### src/rtl/mux_scan_sched_if.sv
// Bus between the scan scheduler and the control plane / mux datapath.
// The master side drives enable, requests and the mux output; the slave
// side (the scheduler) drives select, grant, samples and status.
interface mux_scan_sched_if;
   logic       en;
   logic [3:0] req;
   logic       mux_y;
   logic [1:0] sel;
   logic [3:0] grant;
   logic [3:0] sample;
   logic [3:0] sample_vld;
   logic       cap_stb;
   logic       frame_done;
   logic       busy;

   modport master (
      output en, req, mux_y,
      input  sel, grant, sample, sample_vld, cap_stb, frame_done, busy
   );

   modport slave (
      input  en, req, mux_y,
      output sel, grant, sample, sample_vld, cap_stb, frame_done, busy
   );
endinterface

### src/rtl/mux_scan_sched.sv
// Round-robin scan scheduler for a 4-channel time-multiplexed sampling path.
// Each granted channel gets one settle cycle plus DWELL hold cycles; the mux
// output is captured into that channel's sample bit on the last hold cycle.
module mux_scan_sched #(
   parameter int unsigned DWELL = 4
) (
   input logic             clk,
   input logic             rst,
   mux_scan_sched_if.slave bus
);

   typedef enum logic [1:0] {IDLE, SETTLE, HOLD} state_t;

   localparam logic [7:0] DWELL_M1 = 8'(DWELL - 1);

   state_t     state_q, state_d;
   logic [7:0] cnt_q, cnt_d;
   logic [1:0] ptr_q, ptr_d;
   logic [1:0] sel_q, sel_d;
   logic [3:0] grant_q, grant_d;
   logic [3:0] sample_q, sample_d;
   logic [3:0] vld_q, vld_d;
   logic       capStb_q, capStb_d;
   logic       frameDone_q, frameDone_d;

   logic       capture;
   logic       arbPoint;
   logic       go;
   logic [1:0] base;
   logic [1:0] cand;
   logic [1:0] pickIdx;
   logic       pickFound;

   // Round-robin pick: search from the channel after the last one served,
   // wrapping back to it last. In HOLD the channel being captured now is
   // the reference, since ptr only catches up at the capture edge.
   always_comb begin
      base      = (state_q == HOLD) ? sel_q : ptr_q;
      cand      = 2'd0;
      pickIdx   = 2'd0;
      pickFound = 1'b0;
      for (int i = 4; i >= 1; i--) begin
         cand = base + 2'(i);
         if (bus.req[cand]) begin
            pickIdx   = cand;
            pickFound = 1'b1;
         end
      end
   end

   assign capture  = (state_q == HOLD) && (cnt_q == 8'd0);
   assign arbPoint = (state_q == IDLE) || capture;
   assign go       = arbPoint && bus.en && pickFound;

   // State and datapath registers with synchronous reset.
   always_ff @(posedge clk) begin
      if (rst) begin
         state_q     <= IDLE;
         cnt_q       <= 8'd0;
         ptr_q       <= 2'd3;
         sel_q       <= 2'd0;
         grant_q     <= 4'd0;
         sample_q    <= 4'd0;
         vld_q       <= 4'd0;
         capStb_q    <= 1'b0;
         frameDone_q <= 1'b0;
      end else begin
         state_q     <= state_d;
         cnt_q       <= cnt_d;
         ptr_q       <= ptr_d;
         sel_q       <= sel_d;
         grant_q     <= grant_d;
         sample_q    <= sample_d;
         vld_q       <= vld_d;
         capStb_q    <= capStb_d;
         frameDone_q <= frameDone_d;
      end
   end

   // Next-state logic and dwell counter sequencing.
   always_comb begin
      state_d = state_q;
      cnt_d   = cnt_q;
      unique case (state_q)
         IDLE: begin
            if (go) state_d = SETTLE;
         end
         SETTLE: begin
            state_d = HOLD;
            cnt_d   = DWELL_M1;
         end
         HOLD: begin
            if (capture) state_d = go ? SETTLE : IDLE;
            else         cnt_d   = cnt_q - 8'd1;
         end
         default: state_d = IDLE;
      endcase
   end

   // Output-side next values: grant/select on a pick, capture and pulses
   // at the end of a slot. Only the captured channel's sample bit moves.
   always_comb begin
      sel_d       = sel_q;
      grant_d     = grant_q;
      sample_d    = sample_q;
      vld_d       = vld_q;
      ptr_d       = ptr_q;
      capStb_d    = 1'b0;
      frameDone_d = 1'b0;
      if (go) begin
         sel_d   = pickIdx;
         grant_d = 4'b0001 << pickIdx;
      end
      if (capture) begin
         sample_d[sel_q] = bus.mux_y;
         vld_d[sel_q]    = 1'b1;
         ptr_d           = sel_q;
         capStb_d        = 1'b1;
         if (go) begin
            frameDone_d = (pickIdx <= sel_q);
         end else begin
            grant_d     = 4'd0;
            frameDone_d = 1'b1;
         end
      end
   end

   assign bus.sel        = sel_q;
   assign bus.grant      = grant_q;
   assign bus.sample     = sample_q;
   assign bus.sample_vld = vld_q;
   assign bus.cap_stb    = capStb_q;
   assign bus.frame_done = frameDone_q;
   assign bus.busy       = (state_q != IDLE);

endmodule

### src/flat_wrapper.sv
// flat-port wrapper written by rule: the top's interface ports become plain ports
module mux_scan_sched_flat 
#(
   parameter int unsigned DWELL = 4
)
  (clk, rst, bus_en, bus_req, bus_mux_y, bus_sel, bus_grant, bus_sample, bus_sample_vld, bus_cap_stb, bus_frame_done, bus_busy);
  mux_scan_sched_if bus_i ();
  input logic clk;
  input logic rst;
  input wire logic [$bits(bus_i.en)-1:0] bus_en;
  input wire logic [$bits(bus_i.req)-1:0] bus_req;
  input wire logic [$bits(bus_i.mux_y)-1:0] bus_mux_y;
  output wire logic [$bits(bus_i.sel)-1:0] bus_sel;
  output wire logic [$bits(bus_i.grant)-1:0] bus_grant;
  output wire logic [$bits(bus_i.sample)-1:0] bus_sample;
  output wire logic [$bits(bus_i.sample_vld)-1:0] bus_sample_vld;
  output wire logic [$bits(bus_i.cap_stb)-1:0] bus_cap_stb;
  output wire logic [$bits(bus_i.frame_done)-1:0] bus_frame_done;
  output wire logic [$bits(bus_i.busy)-1:0] bus_busy;
  assign bus_i.en = bus_en;
  assign bus_i.req = bus_req;
  assign bus_i.mux_y = bus_mux_y;
  assign bus_sel = bus_i.sel;
  assign bus_grant = bus_i.grant;
  assign bus_sample = bus_i.sample;
  assign bus_sample_vld = bus_i.sample_vld;
  assign bus_cap_stb = bus_i.cap_stb;
  assign bus_frame_done = bus_i.frame_done;
  assign bus_busy = bus_i.busy;
  mux_scan_sched #(.DWELL(DWELL)) u_core (.clk(clk), .rst(rst), .bus(bus_i));
endmodule
### config.mk
export PLATFORM = sky130hd
export DESIGN_NAME = mux_scan_sched_flat
export DESIGN_NICKNAME = d
export VERILOG_FILES = /design/src/rtl/mux_scan_sched_if.sv /design/src/rtl/mux_scan_sched.sv /design/src/flat_wrapper.sv
export SDC_FILE = /design/constraint.sdc
export NUM_CORES = 1
export LEC_CHECK = 0
export ABC_CLOCK_PERIOD_IN_PS = 3900
export CAP_MARGIN = 20
export CELL_PAD_IN_SITES_DETAIL_PLACEMENT = 1
export CELL_PAD_IN_SITES_GLOBAL_PLACEMENT = 1
export CORE_ASPECT_RATIO = 2
export CORE_MARGIN = 10
export CORE_UTILIZATION = 40
export CTS_CLUSTER_DIAMETER = 30
export DETAILED_ROUTE_END_ITERATION = 10
export HOLD_SLACK_MARGIN = 0.06
export PLACE_DENSITY_LB_ADDON = 0.1
export SLEW_MARGIN = 20
export SYNTH_ARGS = -nofsm -noshare
export SYNTH_HDL_FRONTEND = slang
export SYNTH_SLANG_ARGS = --single-unit
### constraint.sdc
create_clock -name clk -period 3.9 [get_ports clk]
set_input_delay 0.585 -clock clk [delete_from_list [all_inputs] [get_ports clk]]
set_output_delay 0.585 -clock clk [all_outputs]
set_load 0.005 [all_outputs]
==> impl_summary.txt, run 1 <==
----------------------------------------------------
[Yosys]
  Fraction of synthesized area in multiplexers ... 6.07%
  Main combinational cell family by area after synthesis ... simple AND/OR/NAND/NOR gates
  Post-synth EDFFs ... 0
  Leading register cell type out of synthesis ... sky130_fd_sc_hd__dfxtp_1
  Post-Syn Nets ... about 170
  Adder-cell area share of the yosys netlist ... about 2.7%
  Synthesized-area fraction occupied by xor and xnor cells ... 1.27%
  Sequential share of the synthesized area ... just over 40%
  Gate Count Post-Synth ... about 160
  Yosys warnings ... 0
  Asr flop ratio synth ... 0%
  Mean area per synthesized cell ... a little under 9 µm²
  Basic-gate share of the synthesized area counting and, or, nand and nor cells ... around 29%
  Synthesized-area fraction occupied by ao, oa, aoi and oai cells ... approximately 15%
  Unique cell type count in the Yosys netlist ... 42
  Number of synthesized register bits ... 28
  Post-synthesis instance area ... ~0.0014 mm²

[Floorplan]
  Floorplan die width ... 61.5 µm
  Starting density of the core ... about two fifths
  Die Y-Extent ... between 100 and 150 µm
  Die outline area ... between 0.006 and 0.007 mm²
  Standard-cell row count ... 30
  Std-Cell Core Area ... roughly 0.0034 mm²
  Number of placed I/O pins ... 25

[CTS]
  Clock slew seen by the registers of the worst setup and hold paths ... 0.09 ns
  Number of hold buffers added after CTS ... 0
  Number of buffers inserted by post-CTS setup repair ... 0
  Num CTS Buffers ... 3
  Clock insertion delay at the later pin of the skew report ... ~0.27 ns
  Total number of clock tree sinks ... 28
  Clock tree from TritonCTS ... yes
  Resize count post-CTS ... 0
  Count of H-tree levels built during CTS ... 1
  Maximum count of clock buffers along a single path ... 2
  Clock tree root driver cell ... sky130_fd_sc_hd__clkbuf_8

[Setup path]
  Critical path startpoint category ... flop
  Register-to-Register Setup Slack ... approximately 1.4 ns
  Worst Reg-to-Reg Cells ... 7
  Kind of critical path ... reg -> reg
  Data required time of the critical path ... around 4 ns
  Data arrival time of the critical path ... 2.65 ns
  Highest net fanout along the worst path ... 7
  Worst reg2reg path endpoint ... u_core.bus.frame_done$_SDFF_PP0_
  R2r startpoint ... u_core.state_q[1]$_SDFFE_PP0P_
  Critical path endpoint category ... flop

[Power and ir drop]
  Peak supply drop ... roughly 0.00022 V
  Net Switching ... 170 µW
  Internal portion of total power ... roughly 430 µW
  Share of power burned in registers ... a little over half
  Portion of total power attributed to combinational logic ... 21.0%
  Total leakage power ... 0.000617 µW
  Sw Share ... between 20 and 30%
  Fraction of power consumed by the clock network ... 26.0%
  Power per cell area ... ~360 mW/mm²

[Final layout]
  Ratio of cells with drive above 1 in the final layout ... 10.2%
  Area Overhead vs Synth ... 19.8%
  Final core utilization ... around half
  Highest-count cells in the layout ignoring fill and taps ... 28 x sky130_fd_sc_hd__nor2_1, 28 x sky130_fd_sc_hd__dfxtp_1, 24 x sky130_fd_sc_hd__clkdlybuf4s50_1
  # nets final ... between 150 and 200
  N_diodes ... 0
  Post-Layout Inst Area ... approximately 0.0017 mm²

[Timing]
  Worst slew margin relative to its limit ... around 36%
  Fin Clk Skew ... 0.00285 ns
  Fmax ... a little over 400 MHz
  Setup TNS Final ... 0 ns
  Max-slew violation count ... 0
  Worst-Margin Slew ... 0.951 ns
  Worst Setup Slack, final ... 1.42 ns
  Fin crit share ... ~64%
  Hold violation total from the final report ... 0
  Final setup violating endpoints ... 0
  Unrepaired setup endpoints after global routing ... false
  Final critical delay including setup and external delays ... ~2.5 ns

[Drt]
  Number of nets with antenna violations after detailed routing ... 0
  Final wirelength ... 3350 µm
  Total number of vias ... around 1200
  TritonRoute pass-1 iters ... 3
  Number of DRC markers after the initial detailed-route iteration ... 3
  DRC viols ... 0
  Via-per-instance ratio ... around 5.8
  Drt wl/cell ... ~16 µm

[Worst hold path]
  Hold-critical path endpoint ... u_core.bus.sample_vld[3]$_SDFFE_PP0P_
  Hold Crit Depth ... 2
  Source of the worst hold timing path ... u_core.bus.sample_vld[3]$_SDFFE_PP0P_
  Hold Crit Class ... reg -> reg

[Placed design]
  Final GP Congestion ... about 0.79
  I/O Buffers ... 24
  Detailed placement HPWL ... approximately 2700 µm
  Placement-stage worst setup slack ... about 1.4 ns
  Post-Place Cell Area ... roughly 0.0016 mm²

[GRT]
  Initial antenna violation count ... 0
  Met3 demand-to-capacity share in global routing ... 3.45%
  Total overflow reported by the global router ... 0
  Wire length of the first global-routing pass ... 5920 µm
  Total GRT Usage ... 11.8%
  M2 GR Usage ... a little over a fifth
  Maximum number of pins on one net before global-route repair ... 28
  Vias in the first global route ... 1288
  Peak-usage layer in the global routing report ... met2
  GR met1 Demand/Resource ... between 10% and 20%

[Run]
  Max_cap viols ... 0

[Run status]
  Status ... complete, no violations

----------------------------------------------------
power by group through the flow:
stage	logic, µW	registers, µW	clock network (µW)
after floorplan	87.0	318	0
after global placement	122	322	0
after detailed placement	127	323	0
after CTS	127	316	161
after global routing	141	319	173
final	125	316	155
critical path, stage by stage, from the launching register on:
cell                       delay [ns]
sky130_fd_sc_hd__dfxtp_1         0.49
sky130_fd_sc_hd__nor2b_4         0.26
sky130_fd_sc_hd__mux2i_2         0.33
sky130_fd_sc_hd__o22ai_1         0.16
sky130_fd_sc_hd__a211oi_2        0.48
sky130_fd_sc_hd__ha_1            0.34
sky130_fd_sc_hd__o21ai_0         0.24
sky130_fd_sc_hd__nor3_2          0.07
logic make-up (layout without fill, tap and decap cells):
| family | after synthesis | in the layout |
|---|---|---|
| compound gates | 26 | 26 |
| xor+xnor | 2 | 2 |
| fa+ha+maj | 3 | 3 |
| buf+inv | 13 | 34 |
| flops | 28 | 28 |
| mux | 8 | 8 |
| simple gates | 76 | 76 |
area by class of cell:
class,instances,area (µm²)
inverter,7,26.3
tap,32,40.0
fill,404,1730
multi-input combinational,115,744
timing repair buffer,24,240
clock buffer,3,41.3
sequential,28,561
stage by stage:
step | std cells | hold WS [ns] | power [µW]
2_1_floorplan | 156 | 0.442 | 405
3_3_place_gp | 206 | 0.439 | 444
3_5_place_dp | 206 | 0.458 | 450
4_1_cts | 209 | 0.471 | 605
5_1_grt | 209 | 0.497 | 633
6_report | 209 | 0.465 | 596
metal layers:
metal / wire length [µm] / share of wire [%]
met1: 1250 / 37
met2: 1820 / 54
met3: 209 / 6.2
met4: 74 / 2.2
met5: 0 / 0
synth_stat cells, types with 2 or more instances:
library cell	n	area, µm²
sky130_fd_sc_hd__nand3b_1	4	30.0
sky130_fd_sc_hd__a31oi_1	2	12.5
sky130_fd_sc_hd__inv_1	7	26.3
sky130_fd_sc_hd__nor3_2	3	30.0
sky130_fd_sc_hd__nand2_1	18	67.6
sky130_fd_sc_hd__a21oi_1	9	45.0
sky130_fd_sc_hd__nand4_1	3	18.8
sky130_fd_sc_hd__ha_1	3	37.5
sky130_fd_sc_hd__and4b_1	2	20.0
sky130_fd_sc_hd__a211oi_1	4	30.0
sky130_fd_sc_hd__a211oi_2	2	25.0
sky130_fd_sc_hd__mux2i_1	7	70.1
sky130_fd_sc_hd__nor3_1	6	30.0
sky130_fd_sc_hd__o21ai_0	2	10.0
sky130_fd_sc_hd__clkbuf_8	2	27.5
sky130_fd_sc_hd__dfxtp_1	28	561
sky130_fd_sc_hd__nor2_1	28	105
sky130_fd_sc_hd__clkbuf_1	2	7.51
sequential cells by signal, indices dropped and copies added, names as in the netlist:
signal	cells
u_core.bus.cap_stb	1
u_core.bus.frame_done	1
u_core.bus.grant	4
u_core.bus.sample	4
u_core.bus.sample_vld	4
u_core.bus.sel	2
u_core.cnt_q	8
u_core.ptr_q	2
u_core.state_q	2
how the worst max path moves through the flow:
| stage | from | endpoint | depth (start not counted) |
|---|---|---|---|
| final | u_core.state_q[1]$_SDFFE_PP0P_ | u_core.bus.frame_done$_SDFF_PP0_ | 7 |
| after CTS | u_core.state_q[1]$_SDFFE_PP0P_ | u_core.bus.frame_done$_SDFF_PP0_ | 7 |
| after floorplan | u_core.state_q[1]$_SDFFE_PP0P_ | u_core.bus.frame_done$_SDFF_PP0_ | 7 |
| after detailed placement | bus_req[2] | u_core.bus.frame_done$_SDFF_PP0_ | 6 |
| after global placement | bus_req[0] | u_core.bus.grant[3]$_SDFF_PP0_ | 6 |
| after global routing | u_core.state_q[1]$_SDFFE_PP0P_ | u_core.bus.frame_done$_SDFF_PP0_ | 8 |
(Power assumes the default switching activity.)
==> inputs of run 2 (changes only) <==
Settings changed: ABC_CLOCK_PERIOD_IN_PS 3900 to 2300, CORE_UTILIZATION 40 to 38.
Clock period 3.9 ns to 2.3 ns, I/O delays scaled along.
==> run 2 against run 1 <==
- sequential cell count stayed put
- utilization is 1.2 points lower
- die area is 3.9% higher
- first-iteration DRC count grew to 3.3 times the previous value
- count of clock-buffer cells in the layout stayed put
- worst hold slack better by 0.0049 ns
- critical path type unchanged
- total power is 71% higher
- largest power group unchanged
- setup slack worse by 1.2 ns
- non-clock buffer count is 4 higher
- critical path depth stayed put
==> impl_summary.txt, run 2 (synthesis results as in run 1) <==
----------------------------------------------------
[Worst hold path]
  Hold Crit Class ... reg -> reg
  Source of the worst hold timing path ... u_core.bus.sample_vld[3]$_SDFFE_PP0P_

[Power and ir drop]
  Peak supply drop ... 0.000469 V (+120%)
  Portion of total power attributed to combinational logic ... 22.0% (+1.0 points)
  Total leakage power ... 0.000638 µW (+3.4%)
  Sw Share ... 28.6% (+0.11 points)
  Internal portion of total power ... 730 µW (+71%)
  Net Switching ... 292 µW (+72%)
  Power per cell area ... 599 mW/mm² (+66%)
  Fraction of power consumed by the clock network ... 25.7% (-0.3 points)
  Total power of the final layout ... 1020 µW (+71%)
  Share of power burned in registers ... 52.3% (-0.7 points)

[Placed design]
  I/O Buffers ... 24 (unchanged)
  Final GP Congestion ... 0.784 (-0.10%)
  Post-Place Cell Area ... 0.00166 mm² (+3.2%)
  Placement-stage worst setup slack ... 0.142 ns (-1.24 ns)
  Detailed placement HPWL ... 2800 µm (+5.2%)

[Floorplan]
  Starting density of the core ... 38.7% (-2.2 points)
  Std-Cell Core Area ... 0.00357 mm² (+5.6%)
  Floorplan die width ... 62.6 µm (+1.8%)
  Die outline area ... 0.00659 mm² (+3.9%)
  Number of placed I/O pins ... 25 (unchanged)
  Standard-cell row count ... 31 (+3.3%)
  Die Y-Extent ... 105 µm (+2.1%)

[Timing]
  Worst-Margin Slew ... 0.421 ns (-0.530 ns)
  Worst slew margin relative to its limit ... 71.9% (+35 points)
  Final critical delay including setup and external delays ... 2.05 ns (-0.431 ns)
  Fin Clk Skew ... 0.00374 ns (+0.000894 ns)
  Worst Setup Slack, final ... 0.251 ns (-1.17 ns)
  Hold violation total from the final report ... 0 (unchanged)
  Fin crit share ... 89.1% (+25 points)
  Unrepaired setup endpoints after global routing ... false
  Setup TNS Final ... 0 ns (unchanged)
  Fmax ... 488 MHz (+21%)
  Max-slew violation count ... 0 (unchanged)
  Final setup violating endpoints ... 0 (unchanged)

[Final layout]
  Final core utilization ... 47.8% (-1.2 points)
  Number of flip-flops under the largest register name ... 8 (unchanged)
  Biggest register ... u_core.cnt_q
  Area Overhead vs Synth ... 23.5%
  Highest-count cells in the layout ignoring fill and taps ... 28 x sky130_fd_sc_hd__nor2_1, 28 x sky130_fd_sc_hd__dfxtp_1, 24 x sky130_fd_sc_hd__clkdlybuf4s50_1
  N_diodes ... 0 (unchanged)
  # nets final ... 194 (+2.1%)
  Post-Layout Inst Area ... 0.00170 mm² (+3.1%)
  Ratio of cells with drive above 1 in the final layout ... 12.2% (+2.0 points)

[Setup path]
  Category of cells accounting for the largest share of critical-path delay ... compound AO/OA/AOI/OAI gates
  Data required time of the critical path ... 2.46 ns (-1.61 ns)
  Cell-by-cell listing of the critical path ... nor2b_4, mux2i_1, nand2_1, a211oi_2, ha_1, o21ai_0, nor3_2
  R2r startpoint ... u_core.state_q[0]$_SDFFE_PP0P_
  Critical path endpoint category ... flop
  Data arrival time of the critical path ... 2.21 ns (-0.44 ns)
  Critical path startpoint category ... flop
  Slowest stage cell on the critical path ... sky130_fd_sc_hd__dfxtp_1
  Kind of critical path ... reg -> reg
  Highest net fanout along the worst path ... 6 (-1)
  Critical path buffer and inverter count ... 0 (unchanged)
  CP max stage delay ... 0.40 ns (-0.09 ns)
  Critical path launch point ... u_core.state_q[0]$_SDFFE_PP0P_

[GRT]
  Wire length of the first global-routing pass ... 6020 µm (+1.6%)
  Total GRT Usage ... 10.9% (-0.94 points)
  Total overflow reported by the global router ... 0 (unchanged)
  Initial antenna violation count ... 0 (unchanged)
  Vias in the first global route ... 1293 (+0.39%)
  Maximum number of pins on one net before global-route repair ... 18 (-36%)

[Drt]
  TritonRoute pass-1 iters ... 2 (-1)
  Number of nets with antenna violations after detailed routing ... 0 (unchanged)
  Via-per-instance ratio ... 5.20 (-9.8%)
  Final wirelength ... 3540 µm (+5.8%)
  DRC viols ... 0 (unchanged)
  Total number of vias ... 1195 (-0.75%)
  Number of DRC markers after the initial detailed-route iteration ... 10 (+7)
  Drt wl/cell ... 15.4 µm (-3.9%)

[CTS]
  Clock insertion delay at the later pin of the skew report ... 0.27 ns (about the same)
  Total number of clock tree sinks ... 28 (unchanged)
  Num CTS Buffers ... 3 (unchanged)
  Count of H-tree levels built during CTS ... 1 (unchanged)
  Number of hold buffers added after CTS ... 0 (unchanged)
  Clock tree from TritonCTS ... yes
  Clock tree root driver cell ... sky130_fd_sc_hd__clkbuf_8
  Resize count post-CTS ... 0 (unchanged)
  Clock slew seen by the registers of the worst setup and hold paths ... 0.09 ns (about the same)
  Maximum count of clock buffers along a single path ... 2 (unchanged)
  Number of buffers inserted by post-CTS setup repair ... 0 (unchanged)

[Run]
  Max_cap viols ... 0 (unchanged)

[Run status]
  Status ... complete, no violations

----------------------------------------------------
run 2: cell types whose count changed in the layout (fill, tap and decap cells not counted):
cell | before | now
sky130_fd_sc_hd__buf_4 | 0 | 4
run 2: layout make-up:
class                   instances  area, µm²
flip-flops and latches         28        561
well taps                      49       61.3
repair buffers                 28        270
fillers                       443       1860
multi-input cells             115        744
inverters                       7       26.3
clock buffers                   3       41.3
run 2: worst paths after layout:
| path | endpoint | slack (ns) | cells after the start |
|---|---|---|---|
| max | u_core.bus.frame_done$_SDFF_PP0_ | 0.25 | 7 |
| min | u_core.bus.sample_vld[3]$_SDFFE_PP0P_ | 0.47 | 2 |
| max reg2reg | u_core.bus.frame_done$_SDFF_PP0_ | 0.25 | 7 |
| min reg2reg | u_core.bus.sample_vld[3]$_SDFFE_PP0P_ | 0.47 | 2 |
run 2: layer usage:
layer	track usage (%)	up-vias	part of all wire, %
li1	-	594	-
met1	10.8	570	39
met2	20.7	24	55
met3	2.97	7	4.0
met4	3.86	0	1.8
met5	0	-	0
run 2: worst register-to-register path, delay by kind of cell, from the launching register on:
family,cells,cell delay (ns)
AO/OA/AOI/OAI,2,0.56
adder cells (fa/ha/maj),1,0.30
flip-flops,1,0.40
multiplexers,1,0.33
AND/OR/NAND/NOR,3,0.36
run 2: stage by stage:
stage / hold WS (ns) / cells
final: 0.470 / 230
after CTS: 0.472 / 230
after global routing: 0.495 / 230
after detailed placement: 0.458 / 227
after global placement: 0.438 / 227
after floorplan: 0.442 / 156
run 2: power by group through the flow:
stage	combinational, µW	sequential [µW]	clock (µW)
6_report	225	534	262
5_1_grt	252	539	291
4_1_cts	229	535	273
3_5_place_dp	227	546	0
3_3_place_gp	218	544	0
2_1_floorplan	148	540	0
==> inputs of run 3 (changes only) <==
Settings changed: CTS_CLUSTER_SIZE set to 20.
==> results of run 3 <==
The final DEF is identical to that of run 2; final timing and power are the same.
